### config.mk
export PLATFORM = sky130hd
export DESIGN_NAME = fp32_mul_pipe
export DESIGN_NICKNAME = d
export VERILOG_FILES = /design/src/rtl/fp32_mul_pipe.sv
export SDC_FILE = /design/constraint.sdc
export NUM_CORES = 2
export LEC_CHECK = 0
export CAP_MARGIN = 10
export CORE_ASPECT_RATIO = 0.6
export CORE_UTILIZATION = 61
export CTS_CLUSTER_DIAMETER = 50
export DETAILED_ROUTE_END_ITERATION = 16
export PLACE_DENSITY = 0.88
export SYNTH_ARGS = -nofsm -noshare
export SYNTH_HDL_FRONTEND = slang
export SYNTH_SLANG_ARGS = --single-unit
### constraint.sdc
create_clock -name clk -period 13.9 [get_ports clk]
set_input_delay 3.475 -clock clk [delete_from_list [all_inputs] [get_ports clk]]
set_output_delay 3.475 -clock clk [all_outputs]
set_load 0.02 [all_outputs]
### src/rtl/fp32_mul_pipe.sv
// fp32_mul_pipe: three-stage IEEE-754 binary32 multiplier (RNE) with valid/ready at both ends.
// Define FP_MUL_SPECIALS_EN for inf/NaN handling and overflow to inf; otherwise overflow saturates.
module fp32_mul_pipe #(
  parameter int TAG_W = 4
) (
  input  logic             clk,
  input  logic             rst_n,
  input  logic             in_valid,
  output logic             in_ready,
  input  logic [31:0]      in_a,
  input  logic [31:0]      in_b,
  input  logic [TAG_W-1:0] in_tag,
  output logic             out_valid,
  input  logic             out_ready,
  output logic [31:0]      out_prod,
  output logic [TAG_W-1:0] out_tag
);

  function automatic logic [5:0] lzc48(input logic [47:0] v);
    logic [5:0] n;
    logic       found;
    n     = 6'd48;
    found = 1'b0;
    for (int i = 47; i >= 0; i--) begin
      if (!found && v[i]) begin
        n     = 6'(47 - i);
        found = 1'b1;
      end
    end
    return n;
  endfunction

  // m holds bits [46:0] of the aligned significand; the packed add lets a mantissa carry bump the exponent
  function automatic logic [32:0] round_rne(input logic [9:0] exp_f, input logic [46:0] m,
                                            input logic sticky_in);
    logic g, r, s, inc;
    g   = m[23];
    r   = m[22];
    s   = (|m[21:0]) | sticky_in;
    inc = g & (r | s | m[24]);
    return {exp_f, m[46:24]} + 33'(inc);
  endfunction

  function automatic logic [31:0] pack_ovf(input logic s, input logic [32:0] rnd);
    logic [31:0] r;
    r = {s, rnd[30:0]};
    if (rnd[32:23] >= 10'd255) begin
`ifdef FP_MUL_SPECIALS_EN
      r = {s, 8'hFF, 23'h0};
`else
      r = {s, 31'h7F7FFFFF};
`endif
    end
    return r;
  endfunction

  logic adv;

  logic                    vld_p1_q, vld_p2_q, vld_p3_q;
  logic                    sign_p1_q, sign_p2_q;
  logic [7:0]              ea_p1_q, eb_p1_q;
  logic [23:0]             ma_p1_q, mb_p1_q;
  logic [TAG_W-1:0]        tag_p1_q, tag_p2_q, tag_p3_q;
  logic [47:0]             prod_p2_q;
  logic signed [9:0]       exp_p2_q;
  logic [31:0]             prod_p3_q;

  logic                    sign_d;
  logic [7:0]              ea_d, eb_d;
  logic [23:0]             ma_d, mb_d;
  logic signed [9:0]       exp_d;
  logic [31:0]             prod_d;

`ifdef FP_MUL_SPECIALS_EN
  logic nan_p1_q, inf_p1_q, nan_p2_q, inf_p2_q;
  logic nan_d, inf_d;
  logic a_zero, a_inf, a_nan, b_zero, b_inf, b_nan;
`endif

  assign adv       = !vld_p3_q || out_ready;
  assign in_ready  = adv;
  assign out_valid = vld_p3_q;
  assign out_prod  = prod_p3_q;
  assign out_tag   = tag_p3_q;

  // S1: unpack operands, fold subnormals into exponent 1 with hidden bit 0
  always_comb begin
    sign_d = in_a[31] ^ in_b[31];
    ea_d   = (in_a[30:23] == 8'd0) ? 8'd1 : in_a[30:23];
    eb_d   = (in_b[30:23] == 8'd0) ? 8'd1 : in_b[30:23];
    ma_d   = {(in_a[30:23] != 8'd0), in_a[22:0]};
    mb_d   = {(in_b[30:23] != 8'd0), in_b[22:0]};
`ifdef FP_MUL_SPECIALS_EN
    a_zero = (in_a[30:0] == 31'd0);
    b_zero = (in_b[30:0] == 31'd0);
    a_inf  = (in_a[30:23] == 8'hFF) && (in_a[22:0] == 23'd0);
    b_inf  = (in_b[30:23] == 8'hFF) && (in_b[22:0] == 23'd0);
    a_nan  = (in_a[30:23] == 8'hFF) && (in_a[22:0] != 23'd0);
    b_nan  = (in_b[30:23] == 8'hFF) && (in_b[22:0] != 23'd0);
    nan_d  = a_nan | b_nan | (a_inf & b_zero) | (b_inf & a_zero);
    inf_d  = (a_inf | b_inf) & ~nan_d;
`endif
  end

  // S2: significand product and biased exponent sum
  assign exp_d = $signed({2'b00, ea_p1_q}) + $signed({2'b00, eb_p1_q}) - 10'sd127;

  // S3: normalize (left towards bit 47 or right into subnormal range), then round
  logic [5:0]         lz, lsh, rsh_c;
  logic signed [11:0] e_norm, headroom, lz_s, rsh;
  logic [9:0]         e_adj, exp_f;
  logic [95:0]        ext;
  logic [47:0]        m_norm;
  logic               sticky;
  logic [32:0]        rnd;

  always_comb begin
    lz       = lzc48(prod_p2_q);
    e_norm   = {{2{exp_p2_q[9]}}, exp_p2_q} + 12'sd1;
    headroom = e_norm - 12'sd1;
    lz_s     = signed'({6'b0, lz});
    lsh      = 6'd0;
    rsh      = 12'sd0;
    rsh_c    = 6'd0;
    e_adj    = 10'd0;
    ext      = '0;
    m_norm   = prod_p2_q;
    sticky   = 1'b0;
    exp_f    = 10'd0;
    if (e_norm >= 12'sd1) begin
      lsh    = (headroom > lz_s) ? lz : 6'(headroom);
      m_norm = prod_p2_q << lsh;
      e_adj  = 10'(e_norm - signed'({6'b0, lsh}));
      exp_f  = m_norm[47] ? e_adj : 10'd0;
    end else begin
      rsh    = 12'sd1 - e_norm;
      rsh_c  = (rsh > 12'sd48) ? 6'd48 : 6'(rsh);
      ext    = {prod_p2_q, 48'b0} >> rsh_c;
      m_norm = ext[95:48];
      sticky = |ext[47:0];
    end
    rnd    = round_rne(exp_f, m_norm[46:0], sticky);
    prod_d = pack_ovf(sign_p2_q, rnd);
`ifdef FP_MUL_SPECIALS_EN
    if (nan_p2_q)      prod_d = 32'h7FC00000;
    else if (inf_p2_q) prod_d = {sign_p2_q, 8'hFF, 23'h0};
`endif
  end

  always_ff @(posedge clk or negedge rst_n) begin
    if (!rst_n) begin
      vld_p1_q  <= 1'b0;
      vld_p2_q  <= 1'b0;
      vld_p3_q  <= 1'b0;
      prod_p3_q <= 32'h0;
      tag_p3_q  <= '0;
    end else if (adv) begin
      vld_p1_q  <= in_valid;
      vld_p2_q  <= vld_p1_q;
      vld_p3_q  <= vld_p2_q;
      prod_p3_q <= prod_d;
      tag_p3_q  <= tag_p2_q;
    end
  end

  always_ff @(posedge clk) begin
    if (adv) begin
      sign_p1_q <= sign_d;
      ea_p1_q   <= ea_d;
      eb_p1_q   <= eb_d;
      ma_p1_q   <= ma_d;
      mb_p1_q   <= mb_d;
      tag_p1_q  <= in_tag;
      sign_p2_q <= sign_p1_q;
      prod_p2_q <= ma_p1_q * mb_p1_q;
      exp_p2_q  <= exp_d;
      tag_p2_q  <= tag_p1_q;
`ifdef FP_MUL_SPECIALS_EN
      nan_p1_q  <= nan_d;
      inf_p1_q  <= inf_d;
      nan_p2_q  <= nan_p1_q;
      inf_p2_q  <= inf_p1_q;
`endif
    end
  end

endmodule

Yosys cells after proc, flatten, opt, wreduce, memory -nomap -nowiden
Cells that the tools add are included.
Cells by class
  add/sub/neg operators: 7
  $mul: 1
  magnitude comparators: 4
  shift-type cells: 2
  multiplexer cells: 102
  bitwise gates (word level): 5
  reductions and logical operators: 102
Operators with widths (number)
  $mux 6: 50
  $shr 96x6->95: 1
  $logic_not 1->1: 48
  $mul 24x24->48: 1
  $mux 1: 48
  $reduce_or 48->1: 1
  $shl 48x6->48: 1
  $logic_and 1x1->1: 47
  $mux 47: 1
  $add 33x1->33: 1
  $mux 31: 1
  $reduce_or 22->1: 1
  $mux 10: 2
  $logic_not 8->1: 2
  $reduce_bool 8->1: 2
  $gt 12x7->1: 1
  $gt 12x7->1 const B: 1
  $sub 11x2->12 const B: 1
  $sub 2x11->12 const A: 1
  $add 10x2->11 const B: 1
  $ge 11x2->1 const B: 1
  $ge 10x8->1 const B: 1
  $sub 10x7->10: 1
  $sub 9x7->10 const B: 1
  other kinds (5): 7
Storage, ports and cells
  bits in registers: 171
  input bits: 72
  logic and storage cells: 238

Depth between registers and ports, before layout
  depth after elaboration: 154
  gate-level depth with buffers: 43
  depth with buffers taken out: 32

Worst setup path after synthesis
No wires, ideal clock.
  path kind: in2out
  start point: input port out_ready
  end point: output port in_ready
  arrival: 8.041 ns
  required time: 10.425 ns
  path slack: 2.384 ns
  cell stages on the path: 5
  path through: nor2b_1 > clkbuf_1 > inv_1 > clkbuf_1 > clkbuf_1
Between the ends
  word-level cells in the longest chain between the ends: 1
Ends and longest elaborated chain
  start: declaration: line 14  | input logic out_ready,
  $logic_or 1x1->1: line 80  | assign adv = !vld_p3_q || out_ready;
  end: declaration: line 9  | output logic in_ready,
Every way passes these cells.

Final worst setup path
  start point: register exp_p2_q[0]
  end point: register prod_p3_q[10], in the netlist out_prod[10]
Between the ends
  word-level cells in the longest chain between the ends: 14
  elaborated cells between the ends (all ways): 24
Ends and longest elaborated chain
  start: declaration: line 65  | logic signed [9:0] exp_p2_q;
  start signal: assignment: line 176  | exp_p2_q <= exp_d;
  $add 10x2->11 *: line 119  | e_norm = {{2{exp_p2_q[9]}}, exp_p2_q} + 12'sd1;
  $sub 2x11->12 or $sub 11x2->12 (tied branches): line 136, 120
  $gt 12x7->1, on equally long branches: line 137, 131
  $mux 6, on equally long branches: line 137, 131
  $shr 96x6->95 or $shl 48x6->48 (tied branches): line 138, 132
  $reduce_or 48->1 or $mux 47 (tied branches): line 140, 130
  $mux 1 or $reduce_or 22->1 (tied branches): line 130, 39
  $or 1x1->1: line 39  | s = (|m[21:0]) | sticky_in;
  $or 1x1->1 (2 in series): line 40  | inc = g & (r | s | m[24]);
  $and 1x1->1: line 40
  $add 33x1->33 *: line 41  | return {exp_f, m[46:24]} + 33'(inc);
  $ge 10x8->1: line 47  | if (rnd[32:23] >= 10'd255) begin
  $mux 31 *: line 47
  end signal: assignment: line 161  | prod_p3_q <= prod_d;
  end: declaration: line 66  | logic [31:0] prod_p3_q;
Every way passes the cells marked *; elsewhere a longest branch is shown, timed or not.
A chain may end at the register's enable or synchronous reset.

==> flow_summary.yaml <==
run_status:
  outcome: "complete, no violations"
global_route:
  antenna_found_initial: 11
  grt_max_degree: 84
  use_met1_pct: 68.4
  use_met3_pct: 27.6
  gr-usage-met2_pct: 61.9
  grt_pass1_vias: 32333
  grt_usage_pct: 48.4
  grt_pass1_wl_mm: 204
  top_usage_layer: "met1"
  grt_overflow: 0
cells_and_area:
  layout_commonest_cell: "nand2_1"
  layout_common_cells: "nand2_1 (588), inv_1 (558), fa_1 (484)"
  syn_to_final_growth_pct: 6.29
  final_nets: 4752
  drive_above_1_share_pct: 5.09
  fill_cells: 4297
setup_path:
  cp_top_family: "compound AO/OA/AOI/OAI gates"
  cpPeakStageDelay_ns: 0.92
  worst_setup_path_start_kind: "register"
  crit_path_max_fanout: 45
  worst-setup-path-type: "reg2reg"
  worst_setup_path_end_kind: "register"
  critPathMostFrequentCell: "inv_1"
  crit_path_top_delay_cell: "and3_1"
  cp_num_buf_inv: 9
  arrival_ns: 11.75
  required_ns: 14.30
clock_tree:
  numCtsBuffers: 17
  root_buffer: "clkbuf_16"
  cts_tree: "built"
  clk_path_buf_depth: 2
  cts_sinks: 171
  htree_levels: 4
  clk_latency_ns: 0.51
  cts_hold_buf: 0
  cts_setup_buffers: 0
  clkSlewWorstSetupHoldPaths_ns: 0.08
  cts_resized: 0
yosys:
  netlist_area_sq_um: 34500
  synthFlopType: "edfxtp_1"
  avgSynthCellArea_sq_um: 8.52
  yosysSeqAreaShare_pct: 14.3
  syn_inst: 4047
  ys_ff_latch: 171
  synth_edf_count: 132
  synth_nets: 4807
  async_reset_ff_share_pct: 22.8
  ys_warn_count: 0
  ys_types: 106
floorplan:
  num_rows: 67
  start_util_pct: 61.8
  die_area_sq_um: 57500
  die_h_um: 186
  core_sq_um: 55800
  io_pins: 110
  dieWidth_um: 309
flow_run:
  cap_violations: 0
placement:
  dp_hpwl_mm: 105
  numPortBuffers: 109
  gp_congestion: 1.09
sta:
  tns_ns: 0
  rsz0062_at_grt: "false"
  hold_violations: 0
  finalCritPeriodShare_pct: 81.7
  max_slew_margin_pct: 12.7
  clock_skew_ns: 0.0227
  setup-violations-final: 0
  tightestPinTransition_ns: 1.31
  fmax_ghz: 0.0881
  drv_slew: 0
  fin_crit_ns: 11.35
drt:
  first_pass_iters: 12
  vias_per_cell: 6.88
  wirelength_mm: 137
  drt_iter0_drc: 5597
  ant_nets: 0
  vias: 32773
  route.detailed.drc: 0
  wl_per_cell_um: 28.7
hold_path:
  min_path_type: "reg2reg"
==> sequential cells by signal, indices dropped and copies added, names as in the netlist, 4 cells and up <==
name       flops
exp_p2_q      10
ma_p1_q       24
prod_p2_q     48
eb_p1_q        8
out_prod      32
ea_p1_q        8
tag_p1_q       4
out_tag        4
mb_p1_q       24
tag_p2_q       4
==> Yosys cell counts (all sizes together), types with 12 or more instances <==
cell type,number,share of area (%)
buf,73,1.5
nand4,33,0.62
nand2b,17,0.31
a21oi,166,2.5
nor4,59,1.1
edfxtp,132,11
o211ai,36,0.78
o21ai,85,1.2
fa,484,28
o31ai,19,0.41
xor2,21,0.53
nor2,252,2.8
xnor2,69,1.8
o22ai,16,0.29
a21o,29,0.63
or3,23,0.42
and2,206,3.7
a211oi,116,2.6
clkbuf,202,2.2
a31oi,33,0.60
nor2b,12,0.22
a2111oi,17,0.59
dfrtp,39,2.8
a22oi,44,0.96
o221ai,12,0.30
mux2i,100,2.9
nand3,61,0.91
ha,204,7.4
o21bai,12,0.26
o32ai,15,0.38
nor3,93,1.4
nand2,591,6.4
inv,567,6.2
and3,15,0.27
==> per-stage QoR <==
step           std cells  area, sq um  setup slack, ns  util, %  hold WS [ns]
6_report            4766        36700             2.55     65.7         0.430
5_1_grt             4764        36600             1.93     65.6         0.437
4_1_cts             4762        36600             3.01     65.6         0.434
3_5_place_dp        4730        36000             3.08     64.4         0.414
3_3_place_gp        4730        36000             3.35     64.4         0.404
2_1_floorplan       4047        34500             2.38        -         0.400
==> final cells by class <==
class	instances	area, sq um	share of cell area [%]
clock buffers	17	425	1.16
flip-flops and latches	171	4940	13.5
multi-input cells	3030	26200	71.4
repair buffers	205	1830	4.98
inverters	567	2140	5.83
clock inverters	15	216	0.591
well taps	759	950	2.59
diodes	2	5.00	0.0137
==> path summary, 6_finish.rpt <==
kind                                  startpoint                  endpoint  slack, ns  depth (start not counted)
hold reg to reg              sign_p1_q$_DFFE_PP_       sign_p2_q$_DFFE_PP_       0.43                          0
hold / removal               sign_p1_q$_DFFE_PP_       sign_p2_q$_DFFE_PP_       0.43                          0
min in group asynchronous                  rst_n  out_prod[23]$_DFFE_PN0P_       3.09                          1
max in group asynchronous                  rst_n   out_prod[5]$_DFFE_PN0P_      10.26                          1
setup / recovery           exp_p2_q[0]$_DFFE_PP_  out_prod[10]$_DFFE_PN0P_       2.55                         35
setup reg to reg           exp_p2_q[0]$_DFFE_PP_  out_prod[10]$_DFFE_PN0P_       2.55                         35
==> logic make-up (layout without fill, tap and decap cells) <==
logic type      count (synthesis)  count (layout)  share of synthesized area [%]
mux                           116             116                           3.60
xor+xnor                       91              91                           2.41
fa+ha+maj                     688             688                           35.5
flops                         171             171                           14.3
other cells                     0               2                              0
compound gates                732             732                           15.1
buf+inv                       846             804                           9.95
simple gates                 1403            1403                           19.1
==> metal layers <==
metal / routed length (um) / share of wire (%)
met1: 54300 / 40
met2: 50600 / 37
met3: 27600 / 20
met4: 4250 / 3.1
met5: 194 / 0.14
==> worst register-to-register path: cells and delay by family (launching register included) <==
kind                       cells  cell delay (ns)
AOI/OAI and AO/OA             13             3.95
buffers and inverters          9             2.29
and+or+nand+nor                6             2.26
adders and majority gates      4             1.32
xor gates and xnor gates       2             0.88
DFF                            1             0.33
muxes                          1             0.22
Power is left out: the tool's default activity adds up to more than one toggle a clock period on the data nets, which glitch-free logic cannot reach.
